--- src/rtl/npu_tile_scheduler.sv ---
`default_nettype none
// ============================================================================
//  Module   : npu_tile_scheduler
//  Purpose  : Command sequencer in front of the tile processor. Accepts one
//             matrix command (op code + tile-grid size), walks every
//             (tile_i, tile_j) pair in row-major order, pulses tp_start for
//             each tile and waits for tp_done. Reports completion, progress
//             and error/abort status to the host.
//  Revision : 1.0 - initial release
// ----------------------------------------------------------------------------
//  Ports
//    clk, rst_n          : clock, asynchronous active-low reset
//    cmd_valid/ready     : command handshake (op, rows, cols)
//    cmd_op              : 0=MUL 1=ADD 2=SUB 3=CONV 4=DOT
//    cmd_rows/cmd_cols   : tile grid size, legal 1..8
//    abort               : host abort request
//    tp_start            : one-cycle start pulse to the tile processor
//    tp_tile_i/j         : current tile coordinates
//    tp_op_code          : latched op code
//    tp_done             : tile processor done (level or pulse)
//    busy                : command in progress
//    sched_done          : one-cycle pulse at command end
//    err / err_code      : sticky error, 0 none 1 bad cmd 2 timeout 3 abort
//    tiles_done          : tiles completed for the current/last command
// ============================================================================
module npu_tile_scheduler #(
    parameter int TIMEOUT_CYCLES = 4096,
    parameter int CNT_W          = 13
) (
    input  logic       clk,
    input  logic       rst_n,
    input  logic       cmd_valid,
    output logic       cmd_ready,
    input  logic [2:0] cmd_op,
    input  logic [3:0] cmd_rows,
    input  logic [3:0] cmd_cols,
    input  logic       abort,
    output logic       tp_start,
    output logic [2:0] tp_tile_i,
    output logic [2:0] tp_tile_j,
    output logic [2:0] tp_op_code,
    input  logic       tp_done,
    output logic       busy,
    output logic       sched_done,
    output logic       err,
    output logic [1:0] err_code,
    output logic [6:0] tiles_done
);

    localparam logic [CNT_W-1:0] c_timeout_last = CNT_W'(TIMEOUT_CYCLES - 1);

    localparam logic [1:0] c_err_none    = 2'd0;
    localparam logic [1:0] c_err_bad     = 2'd1;
    localparam logic [1:0] c_err_timeout = 2'd2;
    localparam logic [1:0] c_err_abort   = 2'd3;

    typedef enum logic [2:0] {
        S_IDLE   = 3'd0,
        S_ISSUE  = 3'd1,
        S_WAIT   = 3'd2,
        S_NEXT   = 3'd3,
        S_FINISH = 3'd4
    } state_t;

    state_t           r_state;
    logic [3:0]       r_rows;
    logic [3:0]       r_cols;
    logic [CNT_W-1:0] r_wait_cnt;
    logic             r_armed;
    logic             r_start;

    logic w_cmd_bad;
    logic w_done_hit;
    logic w_timeout;
    logic w_more_cols;
    logic w_more_rows;

    assign w_cmd_bad   = (cmd_op > 3'd4)
                       || (cmd_rows == 4'd0) || (cmd_rows > 4'd8)
                       || (cmd_cols == 4'd0) || (cmd_cols > 4'd8);
    // A done level carried over from the previous tile only counts once the
    // tile processor has been seen low at least once in this WAIT.
    assign w_done_hit  = r_armed && tp_done;
    assign w_timeout   = (r_wait_cnt == c_timeout_last);
    assign w_more_cols = ({1'b0, tp_tile_j} < (r_cols - 4'd1));
    assign w_more_rows = ({1'b0, tp_tile_i} < (r_rows - 4'd1));

    // The start pulse is registered; an abort sampled in the same ISSUE cycle
    // masks it so the tile processor never sees a start for an aborted tile.
    assign tp_start = r_start && !abort;

    always_ff @(posedge clk or negedge rst_n) begin
        if (!rst_n) begin
            r_state    <= S_IDLE;
            r_rows     <= 4'd0;
            r_cols     <= 4'd0;
            r_wait_cnt <= '0;
            r_armed    <= 1'b0;
            r_start    <= 1'b0;
            cmd_ready  <= 1'b1;
            tp_tile_i  <= 3'd0;
            tp_tile_j  <= 3'd0;
            tp_op_code <= 3'd0;
            busy       <= 1'b0;
            sched_done <= 1'b0;
            err        <= 1'b0;
            err_code   <= c_err_none;
            tiles_done <= 7'd0;
        end else begin
            r_start    <= 1'b0;
            sched_done <= 1'b0;

            case (r_state)
                S_IDLE: begin
                    if (cmd_valid) begin
                        tp_op_code <= cmd_op;
                        r_rows     <= cmd_rows;
                        r_cols     <= cmd_cols;
                        tp_tile_i  <= 3'd0;
                        tp_tile_j  <= 3'd0;
                        tiles_done <= 7'd0;
                        cmd_ready  <= 1'b0;
                        busy       <= 1'b1;
                        if (w_cmd_bad) begin
                            err        <= 1'b1;
                            err_code   <= c_err_bad;
                            sched_done <= 1'b1;
                            r_state    <= S_FINISH;
                        end else begin
                            err        <= 1'b0;
                            err_code   <= c_err_none;
                            r_start    <= 1'b1;
                            r_state    <= S_ISSUE;
                        end
                    end
                end

                S_ISSUE: begin
                    r_wait_cnt <= '0;
                    r_armed    <= 1'b0;
                    if (abort) begin
                        err        <= 1'b1;
                        err_code   <= c_err_abort;
                        sched_done <= 1'b1;
                        r_state    <= S_FINISH;
                    end else begin
                        r_state    <= S_WAIT;
                    end
                end

                S_WAIT: begin
                    if (abort) begin
                        err        <= 1'b1;
                        err_code   <= c_err_abort;
                        sched_done <= 1'b1;
                        r_state    <= S_FINISH;
                    end else if (w_done_hit) begin
                        tiles_done <= tiles_done + 7'd1;
                        r_state    <= S_NEXT;
                    end else if (w_timeout) begin
                        err        <= 1'b1;
                        err_code   <= c_err_timeout;
                        sched_done <= 1'b1;
                        r_state    <= S_FINISH;
                    end else begin
                        r_wait_cnt <= r_wait_cnt + 1'b1;
                        if (!tp_done) begin
                            r_armed <= 1'b1;
                        end
                    end
                end

                S_NEXT: begin
                    if (abort) begin
                        err        <= 1'b1;
                        err_code   <= c_err_abort;
                        sched_done <= 1'b1;
                        r_state    <= S_FINISH;
                    end else if (w_more_cols) begin
                        tp_tile_j  <= tp_tile_j + 3'd1;
                        r_start    <= 1'b1;
                        r_state    <= S_ISSUE;
                    end else if (w_more_rows) begin
                        tp_tile_j  <= 3'd0;
                        tp_tile_i  <= tp_tile_i + 3'd1;
                        r_start    <= 1'b1;
                        r_state    <= S_ISSUE;
                    end else begin
                        sched_done <= 1'b1;
                        r_state    <= S_FINISH;
                    end
                end

                S_FINISH: begin
                    cmd_ready <= 1'b1;
                    busy      <= 1'b0;
                    r_state   <= S_IDLE;
                end

                default: begin
                    cmd_ready <= 1'b1;
                    busy      <= 1'b0;
                    r_state   <= S_IDLE;
                end
            endcase
        end
    end

endmodule
`default_nettype wire

--- config.mk ---
export PLATFORM = sky130hd
export DESIGN_NAME = npu_tile_scheduler
export DESIGN_NICKNAME = d
export VERILOG_FILES = /design/src/rtl/npu_tile_scheduler.sv
export SDC_FILE = /design/constraint.sdc
export NUM_CORES = 1
export LEC_CHECK = 0
export BUFFER_PORTS_ARGS = -buffer_cell sky130_fd_sc_hd__buf_4
export CELL_PAD_IN_SITES_DETAIL_PLACEMENT = 0
export CELL_PAD_IN_SITES_GLOBAL_PLACEMENT = 1
export CORE_UTILIZATION = 39
export CTS_CLUSTER_DIAMETER = 80
export DETAILED_ROUTE_END_ITERATION = 16
export PLACE_DENSITY_LB_ADDON = 0.1
export SLEW_MARGIN = 30
export SYNTH_ARGS = -nofsm -noshare
export SYNTH_HDL_FRONTEND = slang
export SYNTH_SLANG_ARGS = --single-unit
--- constraint.sdc ---
create_clock -name clk -period 2.2 [get_ports clk]
set_input_delay 0.44 -clock clk [delete_from_list [all_inputs] [get_ports clk]]
set_output_delay 0.44 -clock clk [all_outputs]
set_load 0.01 [all_outputs]
==> results.sh <==
export IMPL_critPathCaptureType="flop"
export IMPL_grt_busiest_layer="met2"
export IMPL_area_growth_pct=27.3
export IMPL_dpl_cell_count=407
export IMPL_setup_ws_ns=-0.0328
export IMPL_rows=29
export IMPL_cts_made_buffers=5
export IMPL_total_leakage_power_uw=0.00152
export IMPL_layout_cells_non_filler=419
export IMPL_fmax_mhz=448
export IMPL_routedWlPerCell_um=14.5
export IMPL_crit_arrival_ns=2.43
export IMPL_ys_ff_latch=48
export IMPL_drc=0
export IMPL_tns_ns=-0.0328
export IMPL_first_iter_violations=86
export IMPL_finalCritPeriodShare=1.01
export IMPL_ys_warn_count=0
export IMPL_dp_slack_ns=-0.0555
export IMPL_io_buffers=38
export IMPL_clock_sinks=48
export IMPL_ys_seq_area_frac=0.469
export IMPL_ys_types=47
export IMPL_clock_latency_ns=0.30
export IMPL_cts_buffer_depth=2
export IMPL_first_pass_iters=4
export IMPL_die_height_um=83.1
export IMPL_finClkSkew_ns=0.00562
export IMPL_slew_viol_final=0
export IMPL_cts_hold_buf=0
export IMPL_diodes=0
export IMPL_ir_drop_mv=0.460
export IMPL_tightest_slew_ns=0.630
export IMPL_synth_edf_count=0
export IMPL_worstSetupPathType="flop to flop"
export IMPL_final_nets=367
export IMPL_syn_nets=303
export IMPL_grt_usage=0.179
export IMPL_final_common_cell="buf_4"
export IMPL_cp_max_fo=3
export IMPL_initial_utilization=0.404
export IMPL_grt_use_met2=0.281
export IMPL_p_int_uw=1680
export IMPL_h_tree_depth=2
export IMPL_clkTransAtPathRegs_ns=0.09
export IMPL_failed_checks="setup timing"
export IMPL_netlist_area_um2=2570
export IMPL_rsz0062_at_grt="true"
export IMPL_ant_nets=0
export IMPL_status="finished, violations left"
export IMPL_nFillCells=612
export IMPL_max_slew_margin=0.580
export IMPL_grt_pass1_vias=2065
export IMPL_routabilityCongestion=0.712
export IMPL_fin_crit_ns=2.23
export IMPL_cts_root_buf="clkbuf_8"
export IMPL_cp_data_required_time_ns=2.39
export IMPL_ys_async_sr_fraction=1.00
export IMPL_die_area_um2=6910
export IMPL_vias=2201
export IMPL_coreArea_um2=6350
export IMPL_drt_total_wl_um=6090
export IMPL_comb_power_share=0.319
export IMPL_antenna_found_initial=0
export IMPL_met3_usage=0.0348
export IMPL_syn_avg_cell_area_um2=9.26
export IMPL_switching_share=0.331
export IMPL_grt_max_degree=49
export IMPL_viasPerCell=5.25
export IMPL_cts_tree="done"
export IMPL_cap_violations=0
export IMPL_netlist_instances=277
export IMPL_layout_common_cells="buf_4 (66), nand2_1 (47), dfrtp_1 (46)"
export IMPL_grt_pass1_wl_um=10000
export IMPL_drive_above_1_share=0.278
export IMPL_start_kind="flop"
export IMPL_power_switching_uw=827
export IMPL_setup_viol=1
export IMPL_boundaryPins=39
export IMPL_pwr_share_seq=0.473
export IMPL_min_path_type="input pin to async pin"
export IMPL_hold_viol=0
export IMPL_grt_overflow=0
export IMPL_total_power_uw=2500
export IMPL_power_density_nw_per_um2=766
export IMPL_r2r_slack_ns=-0.03
export IMPL_use_met1=0.253
export IMPL_place_hpwl_um=4290
export IMPL_ys_flop_type="dfrtp_1"
export IMPL_p_clk_frac=0.209
export IMPL_die_x_um=83.1
-- power by group through the flow --
| stage | logic, µW | clock network [µW] | registers [µW] |
|---|---|---|---|
| after floorplan | 384 | 0 | 1190 |
| after global placement | 681 | 0 | 1190 |
| after detailed placement | 690 | 0 | 1190 |
| after CTS | 721 | 535 | 1180 |
| after global routing | 893 | 571 | 1210 |
| final | 797 | 523 | 1180 |
-- through the flow --
stage,cell area (µm²),utilization,hold WS (ns)
CTS,3190,0.503,0.176
finish,3270,0.514,0.146
global placement,3080,0.486,0.452
floorplan,2570,-,0.144
detailed placement,3080,0.486,0.460
global route,3270,0.514,0.202
-- sequential cells by signal (all words and copies together), names as in the netlist, 2 cells and up --
name and cells:
r_wait_cnt 13, tiles_done 7, r_cols 4, r_rows 4, r_state 3, tp_op_code 3
tp_tile_i 3, tp_tile_j 3, err_code 2
-- synthesized netlist by cell type (4+ instances only) --
cell type,instances,area (µm²)
ha_1,10,125
mux2_2,5,56.3
xnor2_1,6,52.6
nand2_1,47,176
clkbuf_1,5,18.8
and3_1,5,31.3
a21oi_1,19,95.1
nor2_1,12,45.0
nand4_1,4,25.0
nor2b_1,4,25.0
or3_1,10,62.6
or4_1,5,37.5
o21ai_0,17,85.1
nor3_1,8,40.0
nand2b_1,5,31.3
inv_1,11,41.3
nand3_1,8,40.0
dfrtp_1,47,1180
-- area by class of cell --
type                    count  area [µm²]  area share
clock buffers               7        76.3      0.0234
clock inverters             1        5.00     0.00153
inverters                  11        41.3      0.0126
multi-input cells         209        1350       0.413
flip-flops and latches     48        1200       0.368
well taps                  77        96.3      0.0295
repair buffers             66         495       0.152
-- logic make-up (layout without fill, tap and decap cells) --
kind of cell / after synthesis / in the layout / share of synthesized area
buffers and inverters: 20 / 85 / 0.0336
XOR/XNOR: 9 / 9 / 0.0307
AND/OR/NAND/NOR: 125 / 125 / 0.251
flip-flops: 48 / 48 / 0.469
AO/OA/AOI/OAI: 60 / 60 / 0.145
multiplexers: 5 / 5 / 0.0219
adder cells (fa/ha/maj): 10 / 10 / 0.0488
-- worst max-delay path: stages, from the launching register on --
cell and delay, ns:
dfrtp_1 0.37, inv_2 0.06, ha_4 0.15, xnor2_1 0.12, ha_1 0.31, a21oi_2 0.15
a211oi_2 0.09, nor2b_4 0.15, or3b_4 0.42, mux2_4 0.31
-- routing by layer --
layer	wire length (µm)	vias up
met5	0	-
li1	-	1122
met3	209	4
met2	2760	35
met4	46	0
met1	3070	1040
-- worst paths after layout --
path	endpoint	depth (start not counted)	from
max in group asynchronous	r_state[1]	1	rst_n
max	tp_tile_i[0]	9	r_rows[1]
min in group clk	tp_op_code[2]	3	cmd_op[2]
min reg2reg	cmd_ready	2	cmd_ready
max reg2reg	tp_tile_i[0]	9	r_rows[1]
min	r_wait_cnt[7]	1	rst_n
-- timing repair --
action,in CTS,in global routing
endpoints found under the setup margin,2,5
buffers inserted,1,3
hold endpoints to repair,0,0
gates resized for setup,6,13
pin swaps,2,9
Power figures use the tool's default switching activity.
